==> src/rtl/rv_multicycle_control.sv <==
// Multicycle control FSM for an RV32I-subset datapath.
// Sequences fetch/decode/execute/memory/writeback and resolves branches
// from the ALU result it requested (sub of rs1, rs2).
module rv_multicycle_control #(
    parameter int RESET_PC_HOLD = 1
) (
    input  logic        clk,
    input  logic        rst_n,
    input  logic [31:0] instr,
    input  logic        mem_ready,
    input  logic [31:0] alu_out,
    input  logic        alu_msb,
    output logic [2:0]  alu_sel,
    output logic [1:0]  alu_src_a,
    output logic [1:0]  alu_src_b,
    output logic [1:0]  imm_sel,
    output logic        ir_write,
    output logic        pc_write,
    output logic        pc_src,
    output logic        target_write,
    output logic        mem_read,
    output logic        mem_write,
    output logic        mem_addr_sel,
    output logic        reg_write,
    output logic [1:0]  wb_sel,
    output logic        illegal
);
    typedef enum logic [3:0] {
        S_START, S_FETCH, S_DECODE, S_EXEC_R, S_EXEC_I, S_WB_ALU, S_MEM_ADDR,
        S_MEM_RD, S_WB_MEM, S_MEM_WR, S_BRANCH, S_JAL, S_JALR, S_ILLEGAL
    } state_t;

    localparam logic [6:0] OP_R      = 7'b0110011;
    localparam logic [6:0] OP_I      = 7'b0010011;
    localparam logic [6:0] OP_LOAD   = 7'b0000011;
    localparam logic [6:0] OP_STORE  = 7'b0100011;
    localparam logic [6:0] OP_BRANCH = 7'b1100011;
    localparam logic [6:0] OP_JAL    = 7'b1101111;
    localparam logic [6:0] OP_JALR   = 7'b1100111;
    localparam logic [3:0] HOLD_LAST = 4'(RESET_PC_HOLD - 1);

    state_t      state, state_nxt;
    logic [3:0]  hold_cnt;
    logic [6:0]  opcode, funct7;
    logic [2:0]  funct3;
    logic [2:0]  r_sel, i_sel;
    logic        r_ok, i_ok, taken;
    logic        unused_fields;

    assign opcode = instr[6:0];
    assign funct3 = instr[14:12];
    assign funct7 = instr[31:25];
    // Register indices are consumed by the datapath, not by control.
    assign unused_fields = ^{instr[24:15], instr[11:7]};

    // State register; reset forces START, which also kills memory strobes at once.
    always_ff @(posedge clk or negedge rst_n) begin
        if (!rst_n) state <= S_START;
        else        state <= state_nxt;
    end

    // Counts cycles spent in START after reset release.
    always_ff @(posedge clk or negedge rst_n) begin
        if (!rst_n)                hold_cnt <= 4'd0;
        else if (state == S_START) hold_cnt <= hold_cnt + 4'd1;
        else                       hold_cnt <= 4'd0;
    end

    // ALU op lookup for register and immediate arithmetic forms.
    always_comb begin
        r_sel = 3'd7;
        r_ok  = 1'b1;
        i_sel = 3'd7;
        i_ok  = 1'b1;
        case ({funct7, funct3})
            {7'b0000000, 3'b000}: r_sel = 3'd0;
            {7'b0100000, 3'b000}: r_sel = 3'd5;
            {7'b0000000, 3'b111}: r_sel = 3'd1;
            {7'b0000000, 3'b100}: r_sel = 3'd2;
            {7'b0000000, 3'b001}: r_sel = 3'd3;
            {7'b0100000, 3'b101}: r_sel = 3'd4;
            default:              r_ok  = 1'b0;
        endcase
        case (funct3)
            3'b000:  i_sel = 3'd0;
            3'b111:  i_sel = 3'd1;
            3'b100:  i_sel = 3'd2;
            3'b001:  if (funct7 == 7'b0000000) i_sel = 3'd3; else i_ok = 1'b0;
            3'b101:  if (funct7 == 7'b0100000) i_sel = 3'd4; else i_ok = 1'b0;
            default: i_ok = 1'b0;
        endcase
    end

    // Branch decision from rs1-rs2; signed overflow deliberately ignored.
    always_comb begin
        taken = 1'b0;
        case (funct3)
            3'b000:  taken = (alu_out == 32'd0);
            3'b001:  taken = (alu_out != 32'd0);
            3'b100:  taken = alu_msb;
            3'b101:  taken = !alu_msb;
            default: taken = 1'b0;
        endcase
    end

    // Next-state and output decode.
    always_comb begin
        state_nxt    = state;
        alu_sel      = 3'd7;
        alu_src_a    = 2'd0;
        alu_src_b    = 2'd0;
        imm_sel      = 2'd0;
        ir_write     = 1'b0;
        pc_write     = 1'b0;
        pc_src       = 1'b0;
        target_write = 1'b0;
        mem_read     = 1'b0;
        mem_write    = 1'b0;
        mem_addr_sel = 1'b0;
        reg_write    = 1'b0;
        wb_sel       = 2'd0;
        illegal      = 1'b0;
        case (state)
            S_START: if (hold_cnt == HOLD_LAST) state_nxt = S_FETCH;
            S_FETCH: begin
                mem_read  = 1'b1;
                alu_src_b = 2'd2;
                alu_sel   = 3'd0;
                if (mem_ready) begin
                    ir_write  = 1'b1;
                    pc_write  = 1'b1;
                    state_nxt = S_DECODE;
                end
            end
            S_DECODE: begin
                alu_src_a    = 2'd2;
                alu_src_b    = 2'd1;
                alu_sel      = 3'd0;
                target_write = 1'b1;
                if (opcode == OP_BRANCH)   imm_sel = 2'd2;
                else if (opcode == OP_JAL) imm_sel = 2'd3;
                case (opcode)
                    OP_R:      state_nxt = S_EXEC_R;
                    OP_I:      state_nxt = S_EXEC_I;
                    OP_LOAD,
                    OP_STORE:  state_nxt = (funct3 == 3'b010) ? S_MEM_ADDR : S_ILLEGAL;
                    OP_BRANCH: state_nxt = (funct3 == 3'b000 || funct3 == 3'b001 ||
                                            funct3 == 3'b100 || funct3 == 3'b101)
                                           ? S_BRANCH : S_ILLEGAL;
                    OP_JAL:    state_nxt = S_JAL;
                    OP_JALR:   state_nxt = (funct3 == 3'b000) ? S_JALR : S_ILLEGAL;
                    default:   state_nxt = S_ILLEGAL;
                endcase
            end
            S_EXEC_R: begin
                alu_src_a = 2'd1;
                alu_sel   = r_sel;
                state_nxt = r_ok ? S_WB_ALU : S_ILLEGAL;
            end
            S_EXEC_I: begin
                alu_src_a = 2'd1;
                alu_src_b = 2'd1;
                alu_sel   = i_sel;
                state_nxt = i_ok ? S_WB_ALU : S_ILLEGAL;
            end
            S_WB_ALU: begin
                reg_write = 1'b1;
                state_nxt = S_FETCH;
            end
            S_MEM_ADDR: begin
                alu_src_a = 2'd1;
                alu_src_b = 2'd1;
                alu_sel   = 3'd0;
                imm_sel   = (opcode == OP_STORE) ? 2'd1 : 2'd0;
                state_nxt = (opcode == OP_STORE) ? S_MEM_WR : S_MEM_RD;
            end
            S_MEM_RD: begin
                mem_read     = 1'b1;
                mem_addr_sel = 1'b1;
                if (mem_ready) state_nxt = S_WB_MEM;
            end
            S_WB_MEM: begin
                reg_write = 1'b1;
                wb_sel    = 2'd1;
                state_nxt = S_FETCH;
            end
            S_MEM_WR: begin
                mem_write    = 1'b1;
                mem_addr_sel = 1'b1;
                if (mem_ready) state_nxt = S_FETCH;
            end
            S_BRANCH: begin
                alu_src_a = 2'd1;
                alu_sel   = 3'd5;
                pc_write  = taken;
                pc_src    = taken;
                state_nxt = S_FETCH;
            end
            S_JAL: begin
                reg_write = 1'b1;
                wb_sel    = 2'd2;
                pc_write  = 1'b1;
                pc_src    = 1'b1;
                state_nxt = S_FETCH;
            end
            S_JALR: begin
                alu_src_a = 2'd1;
                alu_src_b = 2'd1;
                alu_sel   = 3'd6;
                reg_write = 1'b1;
                wb_sel    = 2'd2;
                pc_write  = 1'b1;
                state_nxt = S_FETCH;
            end
            S_ILLEGAL: illegal = 1'b1;
            default:   state_nxt = S_START;
        endcase
    end
endmodule

==> config.mk <==
export PLATFORM = sky130hd
export DESIGN_NAME = rv_multicycle_control
export DESIGN_NICKNAME = d
export VERILOG_FILES = /design/src/rtl/rv_multicycle_control.sv
export SDC_FILE = /design/constraint.sdc
export NUM_CORES = 1
export LEC_CHECK = 0
export CAP_MARGIN = 5
export CORE_ASPECT_RATIO = 0.75
export CORE_MARGIN = 2
export CORE_UTILIZATION = 36
export DETAILED_ROUTE_END_ITERATION = 12
export GPL_TIMING_DRIVEN = 0
export PLACE_DENSITY_LB_ADDON = 0.1
export SLEW_MARGIN = 40
export SYNTH_ARGS = -nofsm -noshare
export SYNTH_HDL_FRONTEND = slang
export SYNTH_SLANG_ARGS = --single-unit
==> constraint.sdc <==
create_clock -name clk -period 2.3 [get_ports clk]
set_clock_uncertainty 0.05 [all_clocks]
set_input_delay 0.345 -clock clk [delete_from_list [all_inputs] [get_ports clk]]
set_output_delay 0.345 -clock clk [all_outputs]
set_load 0.005 [all_outputs]
==> load_flow_metrics.sql, run 1 <==
INSERT INTO impl_metrics (metric_group, metric, value, unit) VALUES
('outcome', 'result_of_the_run', 'finished, final reports clean', ''),
('power', 'vdd_drop_max', '625', 'uV'),
('synthesis', 'synth.top_cells.by_count', 'sky130_fd_sc_hd__nand2_1 (17), sky130_fd_sc_hd__nor2_1 (16), sky130_fd_sc_hd__a21oi_1 (12)', ''),
('grt', 'grt_first_pass_wirelength', '7.29', 'mm'),
('synthesis', 'edff_count_synth', '0', ''),
('sta', 'setup_viol_count_final', '0', ''),
('critical_path', 'cp.required', '1.90', 'ns'),
('synthesis', 'synth_area_leaders', 'sky130_fd_sc_hd__dfrtp_1 (15%), sky130_fd_sc_hd__nand2_1 (4.9%), sky130_fd_sc_hd__nor4_1 (4.8%)', ''),
('cts', 'worst_skew_pair.late_latency', '0.23', 'ns'),
('finish', 'area_growth', '77.5', '%'),
('cts', 'ctsLongestPathBuffers', '2', ''),
('sta', 'fin_crit', '2.29', 'ns'),
('sta', 'grt_setup_unrepaired', 'true', ''),
('critical_path', 'arrival', '1.90', 'ns'),
('cts', 'cts_made_buffers', '3', ''),
('sta', 'layout_worst_path_cycle_share', '0.997', ''),
('critical_path', 'worstSetupStartpointType', 'primary input', ''),
('synthesis', 'yosys_warnings', '0', ''),
('synthesis', 'ys_seq_elements', '8', ''),
('sta', 'finalHoldViolCount', '0', ''),
('placement', 'hpwl', '3.66', 'mm'),
('floorplanning', 'die-area', '4110', 'sq um'),
('cts', 'tritoncts', 'done', ''),
('detailed_routing', 'route.final.wire_length', '5.02', 'mm'),
('floorplanning', 'std_cell_rows', '18', ''),
('synthesis', 'mapped_avg_cell_area', '6.90', 'sq um'),
('worst_hold_path', 'holdCritPathClass', 'in2async', ''),
('finish', 'nFillCells', '289', ''),
('cts', 'cts-hold-fix-buffers', '0', ''),
('grt', 'grt.overflow.total', '0', ''),
('sta', 'slew_headroom', '0.574', ''),
('synthesis', 'yosys_most_used_dff', 'sky130_fd_sc_hd__dfrtp_1', ''),
('synthesis', 'synth-seq-area-share', '0.154', ''),
('synthesis', 'netlist.area_leader.share', '0.154', ''),
('synthesis', 'netlist_area_pre_place', '1300', 'sq um'),
('synthesis', 'netlist-cell-type-count', '54', ''),
('synthesis', 'netlist.top_cell.by_area', 'sky130_fd_sc_hd__dfrtp_1', ''),
('detailed_routing', 'postRouteAntennaNets', '0', ''),
('floorplanning', 'start_util', '0.384', ''),
('sta', 'slew_viol_final', '0', ''),
('critical_path', 'path_class', 'in2out', ''),
('finish', 'diodes', '0', ''),
('run', 'maxCapViolations', '0', ''),
('cts', 'cts_num_sinks', '8', ''),
('detailed_routing', 'routedWlPerCell', '16.2', 'microns'),
('finish', 'finish.utilization', '0.682', ''),
('finish', 'post_route_cells_drive_above_1_share', '0.240', ''),
('grt', 'grt_start_max_net_pins', '11', ''),
('floorplanning', 'die_w', '73.3', 'microns'),
('power', 'power-per-cell-area', '691', 'nW/um^2'),
('cts', 'clkTransAtPathRegs', '0.04', 'ns'),
('synthesis', 'synth_fp_nets', '258', ''),
('floorplanning', 'core_region_area', '3380', 'sq um'),
('finish', 'final_net_count', '343', ''),
('floorplanning', 'fp.dieH', '56.0', 'microns'),
('synthesis', 'async_flop_share', '1.00', ''),
('floorplanning', 'boundaryPins', '88', ''),
('detailed_routing', 'initialDrtViolationCount', '119', ''),
('sta', 'tightestPinTransition', '0.633', 'ns'),
('placement', 'buffer_ports.inserted', '70', ''),
('cts', 'ctsHtreeMaxLevel', '1', ''),
('detailed_routing', 'detailroute.via_count', '1795', ''),
('grt', 'grt_util_all_layers', '0.219', ''),
('placement', 'gpl_wtd_cong', '0.837', ''),
('synthesis', 'dominant_cell_by_count_in_the_synthesized_netlist', 'sky130_fd_sc_hd__nand2_1', ''),
('power', 'power.leakage', '0.997', 'nW'),
('detailed_routing', 'number_of_vias_per_cell_after_detailed_routing', '5.77', ''),
('detailed_routing', 'firstDrtPassIters', '4', ''),
('detailed_routing', 'detail_route.drc_violations', '0', ''),
('critical_path', 'cp-end-kind', 'output port', ''),
('critical_path', 'critical_path.max_fanout', '3', ''),
('grt', 'first_global_vias', '1684', ''),
('sta', 'fmax', '436', 'MHz'),
('cts', 'clock-root-buffer', 'sky130_fd_sc_hd__clkbuf_8', ''),
('sta', 'fin_hold_ws', '0.338', 'ns'),
('grt', 'grt_antenna_before_repair', '0', ''),
('synthesis', 'postSynthCellCount', '188', '');
[state kept, by name, summed over array words and instances (netlist names)]
name and cells:
hold_cnt 4, state 4
[where the power goes]
part | internal, mW | switching (mW)
Sequential | 0.177 | 0.0314
Clock | 0.113 | 0.0530
Combinational | 0.604 | 0.612
[what timing repair did]
| item | 4_1_cts | 5_1_grt |
|---|---|---|
| setup endpoints to repair | 16 | 14 |
| gates resized for setup | 60 | 28 |
| pin swaps | 23 | 16 |
| setup buffers | 6 | 5 |
[routing by layer]
layer,track usage,wire (microns)
met5,0,0
met4,0.0442,14
met3,0.0525,589
met1,0.274,2020
met2,0.381,2400
[placed cells by master, fill, tap and decap left out, types with 7 or more instances in the layout]
| cell type | n |
|---|---|
| sky130_fd_sc_hd__nor2_1 | 15 |
| sky130_fd_sc_hd__buf_2 | 10 |
| sky130_fd_sc_hd__dfrtp_1 | 7 |
| sky130_fd_sc_hd__a21oi_1 | 11 |
| sky130_fd_sc_hd__clkdlybuf4s50_1 | 41 |
| sky130_fd_sc_hd__nand3_1 | 7 |
| sky130_fd_sc_hd__dlymetal6s2s_1 | 13 |
| sky130_fd_sc_hd__dlygate4sd2_1 | 7 |
| sky130_fd_sc_hd__nand2_1 | 16 |
| sky130_fd_sc_hd__buf_4 | 12 |
| sky130_fd_sc_hd__o21ai_0 | 9 |
| sky130_fd_sc_hd__inv_1 | 7 |
[kinds of logic after synthesis]
group	count (synthesis)	synth area share
xor+xnor	8	0.0540
buf+inv	23	0.0810
fa+ha+maj	3	0.0270
flops	8	0.154
simple gates	91	0.393
compound gates	55	0.290
[worst paths after layout]
| kind | start | end | slack (ns) | cells after the start |
|---|---|---|---|---|
| setup / recovery | instr[27] | alu_sel[0] | 0.006 | 8 |
| hold / removal | rst_n | state[3]$_DFFE_PN0P_ | 0.34 | 1 |
| setup reg to reg | state[1]$_DFFE_PN0P_ | state[3]$_DFFE_PN0P_ | 0.53 | 6 |
| hold reg to reg | hold_cnt[0]$_DFF_PN0_ | hold_cnt[0]$_DFF_PN0_ | 0.44 | 1 |
| max in group asynchronous | rst_n | state[0]$_DFFE_PN0P_ | 1.59 | 1 |
| min in group clk | hold_cnt[0]$_DFF_PN0_ | hold_cnt[0]$_DFF_PN0_ | 0.44 | 1 |
[through the flow]
| stage | setup TNS [ns] | power (mW) | instance area [sq um] | setup slack [ns] | std cells |
|---|---|---|---|---|---|
| 6_report | 0 | 1.59 | 2300 | 0.00602 | 311 |
| 5_1_grt | -0.173 | 1.71 | 2300 | -0.0483 | 311 |
| 4_1_cts | -0.000161 | 1.55 | 2170 | -0.000161 | 306 |
| 3_5_place_dp | -2.90 | 1.38 | 2050 | -0.612 | 298 |
| 3_3_place_gp | -2.83 | 1.37 | 2050 | -0.578 | 298 |
| 2_1_floorplan | 0 | 0.841 | 1300 | 0.456 | 188 |
[worst max-delay path, stage by stage]
cell and delay, ns:
sky130_fd_sc_hd__buf_6 0.09, sky130_fd_sc_hd__or4_4 0.56, sky130_fd_sc_hd__nor3_4 0.22, sky130_fd_sc_hd__buf_6 0.14
sky130_fd_sc_hd__and4b_1 0.19, sky130_fd_sc_hd__o211ai_1 0.08, sky130_fd_sc_hd__o311ai_1 0.11, sky130_fd_sc_hd__buf_2 0.17
[final cells by class]
type / count / area, sq um / share of cell area
buffer: 13 / 86.3 / 0.0375
clock buffer: 3 / 41.3 / 0.0179
inverter: 9 / 37.5 / 0.0163
multi-input combinational: 157 / 1090 / 0.475
sequential: 8 / 201 / 0.0875
tap: 40 / 50.0 / 0.0217
timing repair buffer: 81 / 792 / 0.344
No activity file was read; power rests on OpenSTA's default activity.
==> run 2: changes to the inputs <==
- CORE_UTILIZATION: 36 -> 40
- DONT_BUFFER_PORTS: not set -> 1
==> run 2 against run 1 <==
Flip-flop and latch count did not move. Fmax rose by 6.9%. Global-route usage rose by 0.46 points. Highest routed layer unchanged. Sequential power barely moved. Clock-buffer cell count did not move. Hold slack got worse by 0.038 ns. Routed wire length fell by 16%. Largest power group unchanged.
==> load_flow_metrics.sql, run 2 (synthesis results as in run 1) <==
INSERT INTO impl_metrics (metric_group, metric, value, unit) VALUES
('finish', 'most-common-layout-cells', 'sky130_fd_sc_hd__nand2_1 (17), sky130_fd_sc_hd__nor2_1 (16), sky130_fd_sc_hd__a21oi_1 (12)', ''),
('finish', 'diodes', '0', ''),
('sta', 'layout_worst_path_cycle_share', '0.933', ''),
('outcome', 'result_of_the_run', 'finished, final reports clean', ''),
('finish', 'postLayoutCellArea', '1410', 'sq um'),
('sta', 'fin_crit', '2.15', 'ns'),
('sta', 'setup_tns', '0', 'ns'),
('critical_path', 'critical_path.max_fanout', '10', ''),
('sta', 'grt_setup_unrepaired', 'false', ''),
('cts', 'tritoncts', 'done', ''),
('placement', 'gpl_wtd_cong', '0.881', ''),
('placement', 'hpwl', '3.43', 'mm'),
('detailed_routing', 'routedWlPerCell', '18.4', 'microns'),
('placement', 'buffer_ports.inserted', '0', ''),
('detailed_routing', 'initialDrtViolationCount', '138', ''),
('floorplanning', 'std_cell_rows', '17', ''),
('critical_path', 'cp-end-kind', 'output port', ''),
('grt', 'grt_util_all_layers', '0.224', ''),
('sta', 'fmax', '466', 'MHz'),
('sta', 'tightestPinTransition', '0.676', 'ns'),
('floorplanning', 'fp.dieH', '53.3', 'microns'),
('placement', 'place_worst_setup_slack', '0.335', 'ns'),
('power', 'finalPower', '1.22', 'mW'),
('detailed_routing', 'detailroute.via_count', '1496', ''),
('worst_hold_path', 'holdCritPathClass', 'in2reg', ''),
('critical_path', 'cp.required', '1.90', 'ns'),
('finish', 'final-instance-count-excl-fill', '230', ''),
('floorplanning', 'start_util', '0.430', ''),
('finish', 'layout.cells.most_common', 'sky130_fd_sc_hd__nand2_1', ''),
('finish', 'post_route_cells_drive_above_1_share', '0.125', ''),
('cts', 'ctsLongestPathBuffers', '2', ''),
('critical_path', 'worstSetupStartpointType', 'flop', ''),
('grt', 'grt_first_pass_wirelength', '6.48', 'mm'),
('sta', 'finalHoldViolCount', '0', ''),
('run', 'maxCapViolations', '0', ''),
('finish', 'nFillCells', '298', ''),
('placement', 'detailed_place.area', '1350', 'sq um'),
('critical_path', 'arrival', '1.75', 'ns'),
('sta', 'slew_headroom', '0.545', ''),
('power', 'power-per-cell-area', '867', 'nW/um^2'),
('detailed_routing', 'postRouteAntennaNets', '0', ''),
('finish', 'area_growth', '8.29', '%'),
('critical_path', 'path_class', 'reg2out', ''),
('sta', 'fin_hold_ws', '0.301', 'ns'),
('sta', 'setup_viol_count_final', '0', ''),
('finish', 'final_net_count', '264', ''),
('detailed_routing', 'detail_route.drc_violations', '0', ''),
('grt', 'grt.overflow.total', '0', ''),
('cts', 'clock-root-buffer', 'sky130_fd_sc_hd__clkbuf_8', ''),
('cts', 'ctsHtreeMaxLevel', '1', ''),
('sta', 'slew_viol_final', '0', ''),
('placement', 'placed_cells_incl_taps', '226', ''),
('floorplanning', 'boundaryPins', '88', ''),
('cts', 'cts_num_sinks', '8', ''),
('floorplanning', 'die-area', '3720', 'sq um'),
('detailed_routing', 'firstDrtPassIters', '4', ''),
('finish', 'largest_registers', 'hold_cnt: 4 flops, state: 4 flops', ''),
('finish', 'multi_input_comb_area', '1000', 'sq um'),
('finish', 'register_area', '200', 'sq um'),
('grt', 'grt_start_max_net_pins', '11', ''),
('floorplanning', 'core_region_area', '3020', 'sq um'),
('grt', 'grt_antenna_before_repair', '0', ''),
('floorplanning', 'die_w', '69.8', 'microns'),
('sta', 'setup_ws', '0.153', 'ns'),
('finish', 'finish.utilization', '0.465', ''),
('cts', 'worst_skew_pair.late_latency', '0.23', 'ns'),
('power', 'power.leakage', '0.501', 'nW'),
('grt', 'first_global_vias', '1357', ''),
('detailed_routing', 'number_of_vias_per_cell_after_detailed_routing', '6.50', ''),
('cts', 'clkTransAtPathRegs', '0.04', 'ns'),
('cts', 'cts_made_buffers', '3', ''),
('power', 'vdd_drop_max', '506', 'uV'),
('detailed_routing', 'route.final.wire_length', '4.24', 'mm');
==> run 2: cell types whose count changed in the layout (fill, tap and decap cells not counted), moves of 3 or more <==
cell                              previous run  this run
sky130_fd_sc_hd__clkdlybuf4s50_1            41         0
sky130_fd_sc_hd__buf_4                      12         0
sky130_fd_sc_hd__dlymetal6s2s_1             13         0
sky130_fd_sc_hd__buf_6                       6         1
sky130_fd_sc_hd__nor4_2                      6         0
sky130_fd_sc_hd__nor2b_1                     2         5
sky130_fd_sc_hd__nor4_1                      4        10
sky130_fd_sc_hd__dlygate4sd2_1               7         0
==> run 2: worst paths after layout <==
kind                                  startpoint                    end  slack (ns)  cells past startpoint
max                         state[2]$_DFFE_PN0P_             alu_sel[1]        0.15                      6
min                                     instr[4]   state[0]$_DFFE_PN0P_        0.30                      2
max reg2reg                 state[1]$_DFFE_PN0P_   state[3]$_DFFE_PN0P_        0.50                      6
min reg2reg                hold_cnt[0]$_DFF_PN0_  hold_cnt[0]$_DFF_PN0_        0.44                      1
max in group asynchronous                  rst_n  hold_cnt[1]$_DFF_PN0_        1.49                      1
min in group asynchronous                  rst_n  hold_cnt[3]$_DFF_PN0_        0.43                      1
==> run 2: cell type report <==
| class | instances | share of cell area |
|---|---|---|
| inverters | 9 | 0.0240 |
| plain buffers | 14 | 0.0516 |
| repair buffers | 1 | 0.00712 |
| clock buffers | 3 | 0.0294 |
| flip-flops and latches | 8 | 0.142 |
| well taps | 38 | 0.0338 |
| multi-input cells | 157 | 0.711 |
==> run 2: critical path, stage by stage, from the launching register on <==
cell and delay [ns]:
sky130_fd_sc_hd__dfrtp_1 0.36, sky130_fd_sc_hd__buf_6 0.14, sky130_fd_sc_hd__or2_1 0.21, sky130_fd_sc_hd__buf_2 0.17, sky130_fd_sc_hd__nor3_1 0.24, sky130_fd_sc_hd__nand2_1 0.11, sky130_fd_sc_hd__o311ai_2 0.29
==> run 2: power by group <==
part	internal (mW)	total (mW)	switching, mW
clock network	0.113	0.168	0.0548
logic	0.309	0.845	0.535
registers	0.175	0.205	0.0299
total	0.598	1.22	0.620
==> run 2: per-layer routing <==
metal | wire (microns) | vias up | part of all wire | track usage
met4 | 92 | 0 | 0.022 | 0.0737
li1 | - | 714 | - | -
met1 | 1740 | 674 | 0.41 | 0.280
met5 | 0 | - | 0 | 0
met2 | 2000 | 102 | 0.47 | 0.390
met3 | 402 | 6 | 0.095 | 0.0457
==> run 2: repair_timing <==
action,in CTS,in global routing
hold buffers,1,0
setup endpoints to repair,0,2
endpoints found under the hold margin,8,0
setup buffers,0,0
gates resized for setup,0,2
